### src/rtl/alu_arbiter.sv
// Purpose : round-robin arbiter sharing one combinational 64-bit ALU among NUM_REQ requesters.
// Latency : accept at cycle 0 -> resp_valid from cycle 2 (MUL: from cycle 1+MUL_CYCLES).
// Backpres: resp_ready=0 parks the FSM in RESP; no grant is made and resp_* stay frozen.
//
// Ports
//   clk, rst                      clock, asynchronous active-high reset
//   req_valid/req_ready           per-requester request handshake (ready is one-hot or zero)
//   req_A/req_B/req_op            packed per-requester operands and opcode (requester i at slice i)
//   resp_valid/resp_ready         response handshake
//   resp_id/resp_result/resp_flags owner index, captured result, {carry, overflow, negative, zero}
//   alu_A/alu_B/alu_operation     registered operands and opcode driven to the shared ALU
//   alu_output, *_flag            combinational ALU result and flags
module alu_arbiter #(
    parameter int NUM_REQ    = 4,
    parameter int ID_W       = $clog2(NUM_REQ),
    parameter int MUL_CYCLES = 3
) (
    input  logic                  clk,
    input  logic                  rst,
    input  logic [NUM_REQ-1:0]    req_valid,
    output logic [NUM_REQ-1:0]    req_ready,
    input  logic [NUM_REQ*64-1:0] req_A,
    input  logic [NUM_REQ*64-1:0] req_B,
    input  logic [NUM_REQ*8-1:0]  req_op,
    output logic                  resp_valid,
    input  logic                  resp_ready,
    output logic [ID_W-1:0]       resp_id,
    output logic [63:0]           resp_result,
    output logic [3:0]            resp_flags,
    output logic [63:0]           alu_A,
    output logic [63:0]           alu_B,
    output logic [7:0]            alu_operation,
    input  logic [63:0]           alu_output,
    input  logic                  zero_flag,
    input  logic                  negative_flag,
    input  logic                  overflow_flag,
    input  logic                  carry_flag
);

    localparam logic [7:0] OP_MUL = 8'h03;

    // Counter only needs to hold MUL_CYCLES-1; keep at least one bit.
    localparam int              CNT_W    = (MUL_CYCLES > 1) ? $clog2(MUL_CYCLES) : 1;
    localparam logic [CNT_W-1:0] MUL_LOAD = CNT_W'(MUL_CYCLES - 1);

    typedef enum logic [1:0] {
        ST_IDLE = 2'd0,
        ST_EXEC = 2'd1,
        ST_RESP = 2'd2
    } state_t;

    typedef struct packed {
        logic [63:0] a;
        logic [63:0] b;
        logic [7:0]  op;
    } alu_req_t;

    state_t            state_q;
    state_t            state_d;
    logic [ID_W-1:0]   last_grant;
    logic [CNT_W-1:0]  exec_cnt;

    logic              win_found;
    logic [ID_W-1:0]   win_idx;
    logic [ID_W:0]     cand;
    alu_req_t          win_req;

    logic              accept;
    logic              capture;
    logic              cnt_dec;

    // Unpacked views of the packed request buses so the winner can be muxed by index.
    logic [63:0] a_arr  [NUM_REQ];
    logic [63:0] b_arr  [NUM_REQ];
    logic [7:0]  op_arr [NUM_REQ];

    for (genvar gi = 0; gi < NUM_REQ; gi++) begin : g_unpack
        assign a_arr[gi]  = req_A[gi*64 +: 64];
        assign b_arr[gi]  = req_B[gi*64 +: 64];
        assign op_arr[gi] = req_op[gi*8 +: 8];
    end

    // Round-robin search: scan last_grant+1, +2, ... with wrap, first valid wins.
    // The candidate carries one spare bit so the sum never overflows before the wrap.
    always_comb begin
        win_found = 1'b0;
        win_idx   = '0;
        cand      = '0;
        for (int k = 1; k <= NUM_REQ; k++) begin
            cand = {1'b0, last_grant} + (ID_W+1)'(k);
            if (cand >= (ID_W+1)'(NUM_REQ)) begin
                cand = cand - (ID_W+1)'(NUM_REQ);
            end
            if (!win_found && req_valid[cand[ID_W-1:0]]) begin
                win_found = 1'b1;
                win_idx   = cand[ID_W-1:0];
            end
        end
    end

    always_comb begin
        win_req.a  = a_arr[win_idx];
        win_req.b  = b_arr[win_idx];
        win_req.op = op_arr[win_idx];
    end

    // State register.
    always_ff @(posedge clk or posedge rst) begin
        if (rst) begin
            state_q <= ST_IDLE;
        end else begin
            state_q <= state_d;
        end
    end

    // Next-state and handshake outputs. req_ready is masked while rst is high so a
    // requester never sees an accept that the held-in-reset registers would ignore.
    always_comb begin
        state_d    = state_q;
        req_ready  = '0;
        resp_valid = 1'b0;
        accept     = 1'b0;
        capture    = 1'b0;
        cnt_dec    = 1'b0;
        case (state_q)
            ST_IDLE: begin
                if (win_found && !rst) begin
                    req_ready[win_idx] = 1'b1;
                    accept             = 1'b1;
                    state_d            = ST_EXEC;
                end
            end
            ST_EXEC: begin
                if (exec_cnt != '0) begin
                    cnt_dec = 1'b1;
                end else begin
                    capture = 1'b1;
                    state_d = ST_RESP;
                end
            end
            ST_RESP: begin
                resp_valid = 1'b1;
                // Returning to IDLE first means a new grant is at least one cycle later.
                if (resp_ready) begin
                    state_d = ST_IDLE;
                end
            end
            default: begin
                state_d = ST_IDLE;
            end
        endcase
    end

    // ALU operand registers, grant history and execute counter.
    // Operands only move on an accept edge, so the ALU sees stable inputs for the
    // whole EXEC phase and keeps its last inputs while idle.
    always_ff @(posedge clk or posedge rst) begin
        if (rst) begin
            alu_A         <= '0;
            alu_B         <= '0;
            alu_operation <= '0;
            resp_id       <= '0;
            last_grant    <= ID_W'(NUM_REQ - 1);
            exec_cnt      <= '0;
        end else if (accept) begin
            alu_A         <= win_req.a;
            alu_B         <= win_req.b;
            alu_operation <= win_req.op;
            resp_id       <= win_idx;
            last_grant    <= win_idx;
            exec_cnt      <= (win_req.op == OP_MUL) ? MUL_LOAD : '0;
        end else if (cnt_dec) begin
            exec_cnt      <= exec_cnt - CNT_W'(1);
        end
    end

    // Result capture on the last execute cycle; flags pass through untouched.
    always_ff @(posedge clk or posedge rst) begin
        if (rst) begin
            resp_result <= '0;
            resp_flags  <= '0;
        end else if (capture) begin
            resp_result <= alu_output;
            resp_flags  <= {carry_flag, overflow_flag, negative_flag, zero_flag};
        end
    end

endmodule

### config.mk
export PLATFORM = sky130hd
export DESIGN_NAME = alu_arbiter
export DESIGN_NICKNAME = d
export VERILOG_FILES = /design/src/rtl/alu_arbiter.sv
export SDC_FILE = /design/constraint.sdc
export NUM_CORES = 1
export LEC_CHECK = 0
export CAP_MARGIN = 25
export CORE_AREA = 2 2 319 321
export CTS_CLUSTER_DIAMETER = 50
export DETAILED_ROUTE_END_ITERATION = 10
export DIE_AREA = 0 0 321 323
export GPL_TIMING_DRIVEN = 1
export PLACE_DENSITY = 0.39
export SLEW_MARGIN = 20
export SYNTH_ARGS = -nofsm -noshare
export SYNTH_HDL_FRONTEND = slang
export SYNTH_SLANG_ARGS = --single-unit
### constraint.sdc
create_clock -name clk -period 11.4 [get_ports clk]
set_input_delay 2.85 -clock clk [delete_from_list [all_inputs] [get_ports clk]]
set_output_delay 2.85 -clock clk [all_outputs]
set_load 0.02 [all_outputs]
Word-level counts from Yosys, hierarchy flattened
Index checks and enable logic that the tools add are counted.
{ "classes": {"n_reduce_logical": 13, "order_cmp": 11, "bitwise": 1, "n_addsub": 9, "mux": 47, "n_eq_ne": 6} }
{ "ops": {"columns": ["cell", "count"], "rows": [
  ["64-bit binary-select mux with 2-bit select", 2],
  ["64-bit 2-to-1 mux", 4],
  ["2-bit 2-to-1 mux", 14],
  ["8-bit binary-select mux with 2-bit select", 1],
  ["1-bit 2-to-1 mux", 16],
  ["8-bit 2-to-1 mux", 2],
  ["3-bit greater-or-equal comparator, second input constant", 5],
  ["2-bit by 3-bit < comparator with 1-bit output, second input constant", 5],
  ["2-bit by 1-bit subtractor with 2-bit output, second input constant", 5],
  ["1-bit binary-select mux with 2-bit select", 4],
  ["8-bit by 2-bit == test with 1-bit output, second input constant", 1],
  ["4-bit 2-to-1 mux", 2],
  ["2-bit by 2-bit adder with 3-bit output, second input constant", 2],
  ["2-bit != test, second input constant", 3],
  ["2-bit one-hot mux with 3 select lines", 1],
  ["1-bit logical AND", 5],
  ["1-bit logical NOT", 4],
  ["2-bit nonzero test", 2],
  ["2-bit by 1-bit adder with 3-bit output, second input constant", 1],
  ["2-bit by 3-bit adder with 3-bit output, second input constant", 1],
  ["2-bit inverter with 3-bit output", 1],
  ["3-bit AND reduction", 1],
  ["1-bit demux with 2-bit select", 1],
  ["2-bit by 1-bit == test with 1-bit output, second input constant", 1],
  ["3 further kinds", 3]
]} }
{ "totals": {"in_bits": 619, "word_cells": 96, "regBits": 212, "output_inout_bits": 211} }

Depth between registers and ports, before layout
Gate-level depths: netlist of run 1.
{ "logic_depth": {"word_depth": 22, "mapped_depth": 10, "mapped_depth_nobuf": 6} }

Worst setup path after synthesis of run 1
OpenSTA, ideal clock, no wires.
{ "synth_path": {"kind": "input -> output", "from": "input req_valid[1]", "to": "output req_ready[0]", "setup_slack_ns": 4.196, "stages": 6, "n_path_buf": 3, "t_required_ns": 8.550, "arrival_ns": 4.354, "path_cell_list": "nor2_2 -> a2111o_1 -> buf_2 -> clkbuf_1 -> clkbuf_1 -> nor3_1"} }
{ "synth_between": {"elab_chain_cells": 18, "elab_cells_between_ends": 30, "cone_classes": "order compare: 2; mux: 20; reduce/logical: 8"} }
{ "synth_lines": {"columns": ["element", "line_no", "text"], "rows": [
  ["from (decl)", "20", "input logic [NUM_REQ-1:0] req_valid,"],
  ["1-bit binary-select mux with 2-bit select", "94", "if (!win_found && req_valid[cand[ID_W-1:0]]) begin"],
  ["1-bit 2-to-1 mux (not written as such)", "94", null],
  ["1-bit 2-to-1 mux", "94", null],
  ["1-bit logical NOT", "94", null],
  ["1-bit logical AND", "94", null],
  ["1-bit 2-to-1 mux", "94", null],
  ["1-bit logical NOT", "94", null],
  ["1-bit logical AND", "94", null],
  ["[... 2 more ...]", null, null],
  ["1-bit logical AND", "94", null],
  ["2-bit 2-to-1 mux", "94", null],
  ["2-bit by 3-bit < comparator with 1-bit output (not written as such) or 2-bit by 1-bit greater-or-equal comparator with 1-bit output (tied branches)", "128", "req_ready[win_idx] = 1'b1;"],
  ["1-bit logical AND (not written as such)", "128", null],
  ["1-bit 2-to-1 mux (not written as such)", "128", null],
  ["1-bit demux with 2-bit select", "128", null],
  ["4-bit 2-to-1 mux (*)", "127", "if (win_found && !rst) begin"],
  ["4-bit 2-to-1 mux (*)", "125", "case (state_q)"],
  ["to (decl)", "21", "output logic [NUM_REQ-1:0] req_ready,"]
]} }
Mark *: on every way between the ends. The rest lies on a longest branch, timed or not. The select of a mux whose other input is x is not followed.

Final worst setup path of run 1
{ "layout_path": {"from": "input req_valid[3]", "to": "output req_ready[3]"} }
Same word-level chain as after synthesis.

==> results of run 1 <==
==> where the power goes <==
| group | total, uW | internal (uW) | leakage (uW) | switching (uW) |
|---|---|---|---|---|
| combinational | 3150 | 1420 | 0.00614 | 1730 |
| sequential | 1350 | 1130 | 0.00257 | 217 |
| clock | 1360 | 878 | 0.000756 | 478 |
| total | 5860 | 3430 | 0.00947 | 2430 |
==> cell type report <==
type / instances / area share (%)
Antenna cell: 6 / 0.0650
Clock buffer: 59 / 5.50
Clock inverter: 22 / 1.26
Inverter: 5 / 0.114
Multi-Input combinational cell: 875 / 26.3
Sequential cell: 212 / 23.0
Tap cell: 1309 / 7.09
Timing Repair Buffer: 851 / 36.7
==> critical path: stages <==
cell	delay [ns]
clkdlybuf4s50_1	0.57
nor2_1	0.17
a31oi_4	0.16
buf_4	0.68
nand2_4	0.51
nor3_1	0.52
clkdlybuf4s50_1	0.75
==> logic make-up (layout without fill, tap and decap cells) <==
logic type	after synthesis	count (layout)	share of synthesized area, %
other cells	0	6	0
buf+inv	137	937	5.07
compound gates	402	402	26.4
flops	212	212	44.5
simple gates	366	366	14.0
xor+xnor	1	1	0.0734
mux	105	105	9.90
fa+ha+maj	1	1	0.105
==> routing by layer <==
metal | part of all wire, % | up-vias | GRT usage [%]
met5 | 0.078 | - | 0
met1 | 39 | 6408 | 14.1
li1 | - | 6203 | -
met3 | 8.4 | 99 | 4.43
met4 | 2.8 | 8 | 4.14
met2 | 50 | 574 | 22.1
==> placed cells by master, fill, tap and decap left out, types with 4 or more instances in the layout <==
master             n
clkdlybuf4s50_1  829
nand2_1          242
dfrtp_1          210
mux2_2           104
a211oi_1         101
and3_1            99
a311oi_1          97
a21o_1            97
clkbuf_16         46
o21ai_0           35
a222oi_1          35
buf_4             20
o21ai_1           11
clkbuf_8           7
diode_2            6
clkbuf_1           6
clkinv_2           5
clkinv_4           5
nor2_1             4
inv_1              4
bufinv_16          4
==> state kept, by name, indices dropped and copies added, names as in the netlist <==
register	flops
alu_operation	8
alu_B	64
exec_cnt	2
alu_A	64
last_grant	2
resp_flags	4
resp_id	2
state_q	2
resp_result	64
==> metrics by stage <==
| stage | std cells | hold WS, ns |
|---|---|---|
| after global routing | 3338 | 0.484 |
| after global placement | 3252 | 0.460 |
| after floorplan | 1224 | 0.503 |
| final | 3339 | 0.470 |
| after CTS | 3333 | 0.474 |
| after detailed placement | 3252 | 0.464 |
==> worst paths after layout <==
check,from,endpoint,slack [ns],depth (start not counted)
min in group asynchronous,rst,exec_cnt[0],2.85,2
hold / removal,alu_B[49],alu_B[49],0.47,1
hold reg to reg,alu_B[49],alu_B[49],0.47,1
max in group asynchronous,rst,alu_B[32],7.19,3
setup reg to reg,last_grant[1],alu_B[22],7.47,8
setup / recovery,req_valid[3],req_ready[3],2.32,7
==> metrics.txt, run 1 <==
Clock Latency Late Sink 0.59 ns; Synthesized Nets 1844; Die H 323 um; maximum vdd drop 0.185 mV; CTS tree done; DRT iter0 DRCs 690; largest cells by area after synthesis dfrtp_1 44%, mux2_2 9.8%, nand2_1 7.6%; CTS H-tree lvls 2; Post-synth top cells 243 x nand2_1, 210 x dfrtp_1, 104 x mux2_2; Final period util 79.6%; critical path arrival 6.23 ns; # fillers 10900; Pwr Density 254 nW/um^2; WL/cell 20.6 um; antenna viol nets, final 0; synth-to-layout area growth 93.6%; crit path launch type input pin; P_leak 0.00947 uW; Max FO, Critical Path 62; DP Wirelength 52300 um; Async SR Flop Fraction 100%; grt total ovfl 0; initial core utilization 11.9%; TritonCTS buffer count 46; WL final 68800 um; Post-CTS Resized 0; RePlAce Congestion 0.840; via count 13300; clk sink count 212; pre-CTS setup slack 2.09 ns; Final #Nets 2611; DIE AREA 104000 sq um; final hold violations 0; post-synth cell types 50; root buffer cell clkbuf_16; Synth warnings 0; hold buffer count at CTS 0; Final Util 22.9%; Multi-input gate area 6070 sq um; largest net degree at the start of global routing 139; max_slew headroom 37.7%; Netlist Area Pre-Place 11900 sq um; clk_skew 0.0193 ns; Synth Area per Inst 9.75 sq um; Post-CTS Setup Repair Bufs 0; MaxCap Viol Count 0; final-report setup violation count 0; Yosys top cell area share 44.0%; Hold Crit Class flip-flop to flip-flop; layout cell share with drive strength beyond 1 10.8%; FF+latch area 5310 sq um; sequential share of the synthesized area 44.5%; Synth Instances 1224; number of port buffers 829; RSZ-0062 raised after global routing no; GRT Overall Usage 12.6%; core area 101000 sq um; cell row count 117; first-pass GRT wire length 96400 um; fin crit period 9.08 ns; clock slew at reported path FFs 0.04 ns; Post-synth EDFFs 0; Die Wd 321 um; vias in the first global route 13900; status finished clean; Post-synth top flop dfrtp_1; placed cell area 21500 sq um; Slew Limit Fails 0; Max Clock Freq 0.110 GHz; setup ws final 2.32 ns; synthesized flop and latch total 212; Power Total 5860 uW; Via-to-Cell Ratio 3.98; Crit. End Element primary output; # IOs 830; final instance area 23100 sq um; antenna violations before repair 14; most numerous cell in the Yosys netlist nand2_1; setup TNS 0 ns; post-synth top area cell dfrtp_1; clk buf depth 3; DRT Pass-1 Iters 8; critical path class input pin to primary output; Worst EP required 8.55 ns; Slew @ Worst Pin 0.934 ns; Remaining DRCs 0
(Power assumes the default switching activity.)
==> run 2, diff against run 1 <==
--- a/config.mk
+++ b/config.mk
@@ -6,12 +6,12 @@
 export NUM_CORES = 1
 export LEC_CHECK = 0
 export CAP_MARGIN = 25
-export CORE_AREA = 2 2 319 321
+export CORE_AREA = 2 2 323 325
 export CTS_CLUSTER_DIAMETER = 50
 export DETAILED_ROUTE_END_ITERATION = 10
-export DIE_AREA = 0 0 321 323
+export DIE_AREA = 0 0 325 327
 export GPL_TIMING_DRIVEN = 1
-export PLACE_DENSITY = 0.39
+export PLACE_DENSITY = 0.38
 export SLEW_MARGIN = 20
 export SYNTH_ARGS = -nofsm -noshare
 export SYNTH_HDL_FRONTEND = slang
==> constraint.sdc (replaced) <==
create_clock -name clk -period 9.4 [get_ports clk]
set_input_delay 2.35 -clock clk [delete_from_list [all_inputs] [get_ports clk]]
set_output_delay 2.35 -clock clk [all_outputs]
set_load 0.02 [all_outputs]
==> run 2 against run 1 <==
Compared with the run above:
- worst hold slack is essentially flat
- sequential power rose by 21%
- largest power group unchanged
- combinational power grew 23%
- critical path depth stayed put
- largest cell class unchanged
- critical endpoint is now req_ready[2]
- clock skew rose by 0.015 ns
==> metrics.txt, run 2 (synthesis gave the netlist of run 1 again) <==
status finished clean; Post-CTS Resized 0 (unchanged); beginning of the worst hold path alu_B[3]; critical path arrival 5.18 ns (-1.05 ns); worst-path cell chain clkdlybuf4s50_1 > nor2_1 > a31oi_4 > buf_4 > nand2_4 > nor3_1 > clkdlybuf4s50_1; crit path launch type input pin; cell row count 118 (+0.85%); hold buffer count at CTS 0 (unchanged); WL/cell 21.0 um (+1.9%); final hold violations 0 (unchanged); root buffer cell clkbuf_16; DRT Pass-1 Iters 7 (-1); max_slew headroom 25.1% (-13 points); final-report setup violation count 0 (unchanged); Max Clock Freq 0.133 GHz; Die H 327 um (+1.2%); CTS H-tree lvls 2 (unchanged); Pwr Density 309 nW/um^2 (+22%); commonest non-fill, non-tap cell in the layout clkdlybuf4s50_1; number of port buffers 829 (unchanged); slowest CP cell clkdlybuf4s50_1; critical path class input pin to primary output; DIE AREA 106000 sq um (+2.5%); Worst EP required 7.05 ns (-1.50 ns); DRT iter0 DRCs 678 (-1.7%); Final #Nets 2614 (+0.11%); initial core utilization 11.6% (-0.25 points); RSZ-0062 raised after global routing no; fin crit period 7.53 ns; layout cell share with drive strength beyond 1 11.3% (+0.49 points); antenna violations before repair 15 (+1); DP Wirelength 55000 um (+5.1%); P_leak 0.00953 uW (+0.62%); Post-CTS Setup Repair Bufs 0 (unchanged); slowest stage delay, CP 0.67 ns (-0.08 ns); crit path buf inv count 3 (unchanged); clk_skew 0.0343 ns (+0.0150 ns); clk buf depth 3 (unchanged); clock slew at reported path FFs 0.04 ns (about the same); most frequent cells in the layout 829 x clkdlybuf4s50_1, 242 x nand2_1, 210 x dfrtp_1, 104 x mux2_2, 101 x a211oi_1; Die Wd 325 um (+1.2%); Worst R2R End exec_cnt[1]; Hold Path Sink alu_B[3]; largest net degree at the start of global routing 165 (+19%); Most common cell on crit path clkdlybuf4s50_1; vias in the first global route 14100 (+1.4%); Slew @ Worst Pin 1.12 ns (+0.182 ns); synth-to-layout area growth 95.5%; first-pass GRT wire length 102000 um (+5.7%); Reg2Reg Launch Point last_grant[1]; delay-heaviest family, CP buffers and inverters; grt total ovfl 0 (unchanged); setup TNS 0 ns (unchanged); Max FO, Critical Path 51 (-18%); setup ws final 1.87 ns (-0.452 ns); clk sink count 212 (unchanged); Slew Limit Fails 0 (unchanged); RePlAce Congestion 0.872 (+3.8%); Worst R2R Path Depth 8 (unchanged); hold path cells 1 (unchanged); GRT Overall Usage 13.0% (+0.40 points); pre-CTS setup slack 1.82 ns (-0.270 ns); via count 13500 (+1.6%); TritonCTS buffer count 47 (+2.2%); R2R setup slack 5.48 ns (-1.99 ns); Final period util 80.1%; CTS tree done; WL final 71800 um (+4.4%); maximum vdd drop 0.159 mV (-14%); antenna viol nets, final 0 (unchanged); Clock Latency Late Sink 0.61 ns (+0.02 ns); Remaining DRCs 0 (unchanged); MaxCap Viol Count 0 (unchanged); # IOs 830 (unchanged); biggest regs alu_A: 64 flops, alu_B: 64 flops, resp_result: 64 flops; Crit. End Element primary output; Hold Crit Class flip-flop to flip-flop; Via-to-Cell Ratio 3.95 (-0.81%); core area 103000 sq um (+2.2%)
==> run 2: area by class of cell <==
cell class	instances	area, sq um
Antenna cell	8	20.0
Clock buffer	62	1340
Clock inverter	26	307
Fill cell	11300	79600
Inverter	5	26.3
Multi-Input combinational cell	875	6070
Sequential cell	212	5310
Tap cell	1380	1730
Timing Repair Buffer	853	8540
==> run 2: power by group <==
part	leakage, uW	switching (uW)	total, uW	internal (uW)
Combinational	0.00617	2140	3880	1740
Clock	0.000791	614	1710	1100
Sequential	0.00257	257	1630	1370
Total	0.00953	3010	7220	4210
==> run 2: per-stage QoR <==
step           hold WS (ns)  power [uW]  utilization, %  instance area (sq um)  instances
6_report              0.470        7220            22.7                  23300       3421
5_1_grt               0.482        7670            22.7                  23300       3418
4_1_cts               0.476        7360            22.6                  23300       3411
3_5_place_dp          0.465        5570            21.0                  21600       3323
3_3_place_gp          0.460        5550            21.0                  21600       3323
2_1_floorplan         0.503        3700               -                  11900       1224
==> run 2: layer usage <==
metal  GRT usage [%]  up-vias  share of wire, %
met4            3.99        8               2.7
met1            15.2     6599                40
met3            4.03       91               7.3
met5               0        -             0.072
met2            22.5      594                50
li1                -     6216                 -
==> run 2: worst max path at each step <==
stage	startpoint	to	slack, ns	depth (start not counted)
global placement	req_valid[3]	req_ready[2]	1.88	7
finish	req_valid[3]	req_ready[2]	1.87	7
floorplan	rst	alu_A[0]	1.26	1
CTS	req_valid[3]	req_ready[2]	1.82	7
global route	req_valid[3]	req_ready[2]	1.62	7
detailed placement	req_valid[3]	req_ready[2]	1.82	7
==> run 3, diff against run 2 <==
--- a/config.mk
+++ b/config.mk
@@ -11,7 +11,7 @@
 export DETAILED_ROUTE_END_ITERATION = 10
 export DIE_AREA = 0 0 325 327
 export GPL_TIMING_DRIVEN = 1
-export PLACE_DENSITY = 0.38
+export PLACE_DENSITY = 0.39
 export SLEW_MARGIN = 20
 export SYNTH_ARGS = -nofsm -noshare
 export SYNTH_HDL_FRONTEND = slang
==> constraint.sdc (replaced) <==
create_clock -name clk -period 6.9 [get_ports clk]
set_input_delay 1.725 -clock clk [delete_from_list [all_inputs] [get_ports clk]]
set_output_delay 1.725 -clock clk [all_outputs]
set_load 0.02 [all_outputs]
==> run 3 against run 2 <==
Compared with the run above:
- first-iteration DRC count is 22% higher
- register-to-register slack lost 2.0 ns
- die area is the same
- critical endpoint is now req_ready[1]
==> metrics.txt, run 3 (synthesis gave the netlist of run 1 again) <==
status finished clean; WL final 71700 um (-0.22%); Final Util 22.8% (+0.12 points); slowest CP cell a2111oi_2; hold path cells 1 (unchanged); crit path buf inv count 2 (-1); clk buf depth 3 (unchanged); Power Total 9970 uW (+38%); critical path class input pin to primary output; Max FO, Critical Path 7 (-86%); DP Wirelength 54500 um (-0.86%); final hold violations 0 (unchanged); P_sw 4070 uW (+35%); clk_skew 0.0236 ns (-0.0107 ns); CTS tree done; Die H 327 um (unchanged); GRT Overall Usage 12.9% (-0.071 points); DRT Pass-1 Iters 10 (+3); biggest regs alu_A: 64 flops, alu_B: 64 flops, resp_result: 64 flops; antenna viol nets, final 0 (unchanged); delay-heaviest family, CP buffers and inverters; Most common cell on crit path clkdlybuf4s50_1; via count 13500 (-0.19%); Pwr Density 425 nW/um^2 (+37%); Flop pwr share 22.4% (-0.2 points); final-report setup violation count 0 (unchanged); crit path launch type input pin; Worst R2R Path Depth 8 (unchanged); clock slew at reported path FFs 0.04 ns (about the same); Slew @ Worst Pin 0.974 ns (-0.143 ns); Crit. Startpoint req_valid[1]; RSZ-0062 raised after global routing no; Final period util 84.6%; critical path arrival 4.11 ns (-1.07 ns); DRT iter0 DRCs 824 (+22%); WL/cell 20.9 um (-0.42%); antenna violations before repair 12 (-3); P_leak 0.00961 uW (+0.76%); R2R setup slack 3.47 ns (-2.01 ns); fin crit period 5.84 ns; layout cell share with drive strength beyond 1 11.7% (+0.34 points); number of port buffers 829 (unchanged); worst-path cell chain clkdlybuf4s50_1 > nor2_2 > a2111oi_2 > and3_1 > clkdlybuf4s50_1; initial core utilization 11.6% (unchanged); commonest non-fill, non-tap cell in the layout clkdlybuf4s50_1; Final #Nets 2621 (+0.27%); Post-CTS Setup Repair Bufs 0 (unchanged); first-pass GRT wire length 102000 um (-0.28%); clock group share of total power 25.3% (+1.6 points); root buffer cell clkbuf_16; most frequent cells in the layout 829 x clkdlybuf4s50_1, 242 x nand2_1, 210 x dfrtp_1, 104 x mux2_2, 101 x a211oi_1; clk sink count 212 (unchanged); Post-CTS Resized 0 (unchanged); beginning of the worst hold path alu_A[58]; Worst R2R End alu_A[63]; # IOs 830 (unchanged); largest net degree at the start of global routing 150 (-9.1%); Hold Path Sink alu_A[58]; synth-to-layout area growth 96.6%; Die Wd 325 um (unchanged); CTS H-tree lvls 2 (unchanged); core area 103000 sq um (unchanged); Internal 5900 uW (+40%); TritonCTS buffer count 51 (+8.5%); Max Clock Freq 0.171 GHz; Reg2Reg Launch Point last_grant[1]; Remaining DRCs 0 (unchanged); max_slew headroom 35.1% (+10 points); Hold Crit Class flip-flop to flip-flop; worst hold slack 0.468 ns (-0.00191 ns); hold buffer count at CTS 0 (unchanged); Slew Limit Fails 0 (unchanged); vias in the first global route 14200 (+0.76%); RePlAce Congestion 0.885 (+1.5%); Clock Latency Late Sink 0.61 ns (about the same); grt total ovfl 0 (unchanged); DIE AREA 106000 sq um (unchanged); maximum vdd drop 0.201 mV (+26%); cell row count 118 (unchanged); Net Sw Frac 40.8% (-0.87 points); Via-to-Cell Ratio 3.93 (-0.39%); slowest stage delay, CP 0.69 ns (+0.02 ns); MaxCap Viol Count 0 (unchanged); Crit. End Element primary output; Comb power frac 52.3% (-1.4 points); setup TNS 0 ns (unchanged); Worst EP required 5.18 ns (-1.87 ns)
## run 3: power by group through the flow
stage / logic [uW] / registers [uW] / clock network (uW)
floorplan: 2130 / 2910 / 0
global placement: 5290 / 2240 / 0
detailed placement: 5310 / 2260 / 0
CTS: 5320 / 2250 / 2630
global route: 5590 / 2320 / 2680
finish: 5220 / 2230 / 2520
## run 3: how the worst max path moves through the flow
stage	slack (ns)	endpoint	cells after the start
final	1.06	req_ready[1]	5
after global routing	0.92	req_ready[1]	5
after CTS	1.04	req_ready[1]	5
after detailed placement	1.05	req_ready[1]	5
after global placement	1.09	req_ready[1]	5
after floorplan	1.95	req_ready[0]	6
## run 3: routing by layer
metal / track usage [%] / wire length (um) / vias to the layer above
li1: - / - / 6229
met1: 15.4 / 29300 / 6542
met5: 0 / 68 / -
met4: 4.11 / 1780 / 10
met3: 4.20 / 6070 / 95
met2: 21.8 / 34400 / 607
## run 3: layout make-up
type                    instances  area [sq um]
diodes                          6          15.0
clock buffers                  62          1370
clock inverters                32           408
fillers                     11200         79400
inverters                       5          22.5
multi-input cells             875          6080
flip-flops and latches        212          5310
well taps                    1380          1730
repair buffers                856          8540
## run 3: per-stage QoR
| stage | instances | cell area (sq um) | setup WS (ns) |
|---|---|---|---|
| 6_report | 3428 | 23500 | 1.06 |
| 5_1_grt | 3425 | 23500 | 0.920 |
| 4_1_cts | 3421 | 23400 | 1.04 |
| 3_5_place_dp | 3327 | 21700 | 1.05 |
| 3_3_place_gp | 3326 | 21700 | 1.09 |
| 2_1_floorplan | 1224 | 11900 | 1.95 |
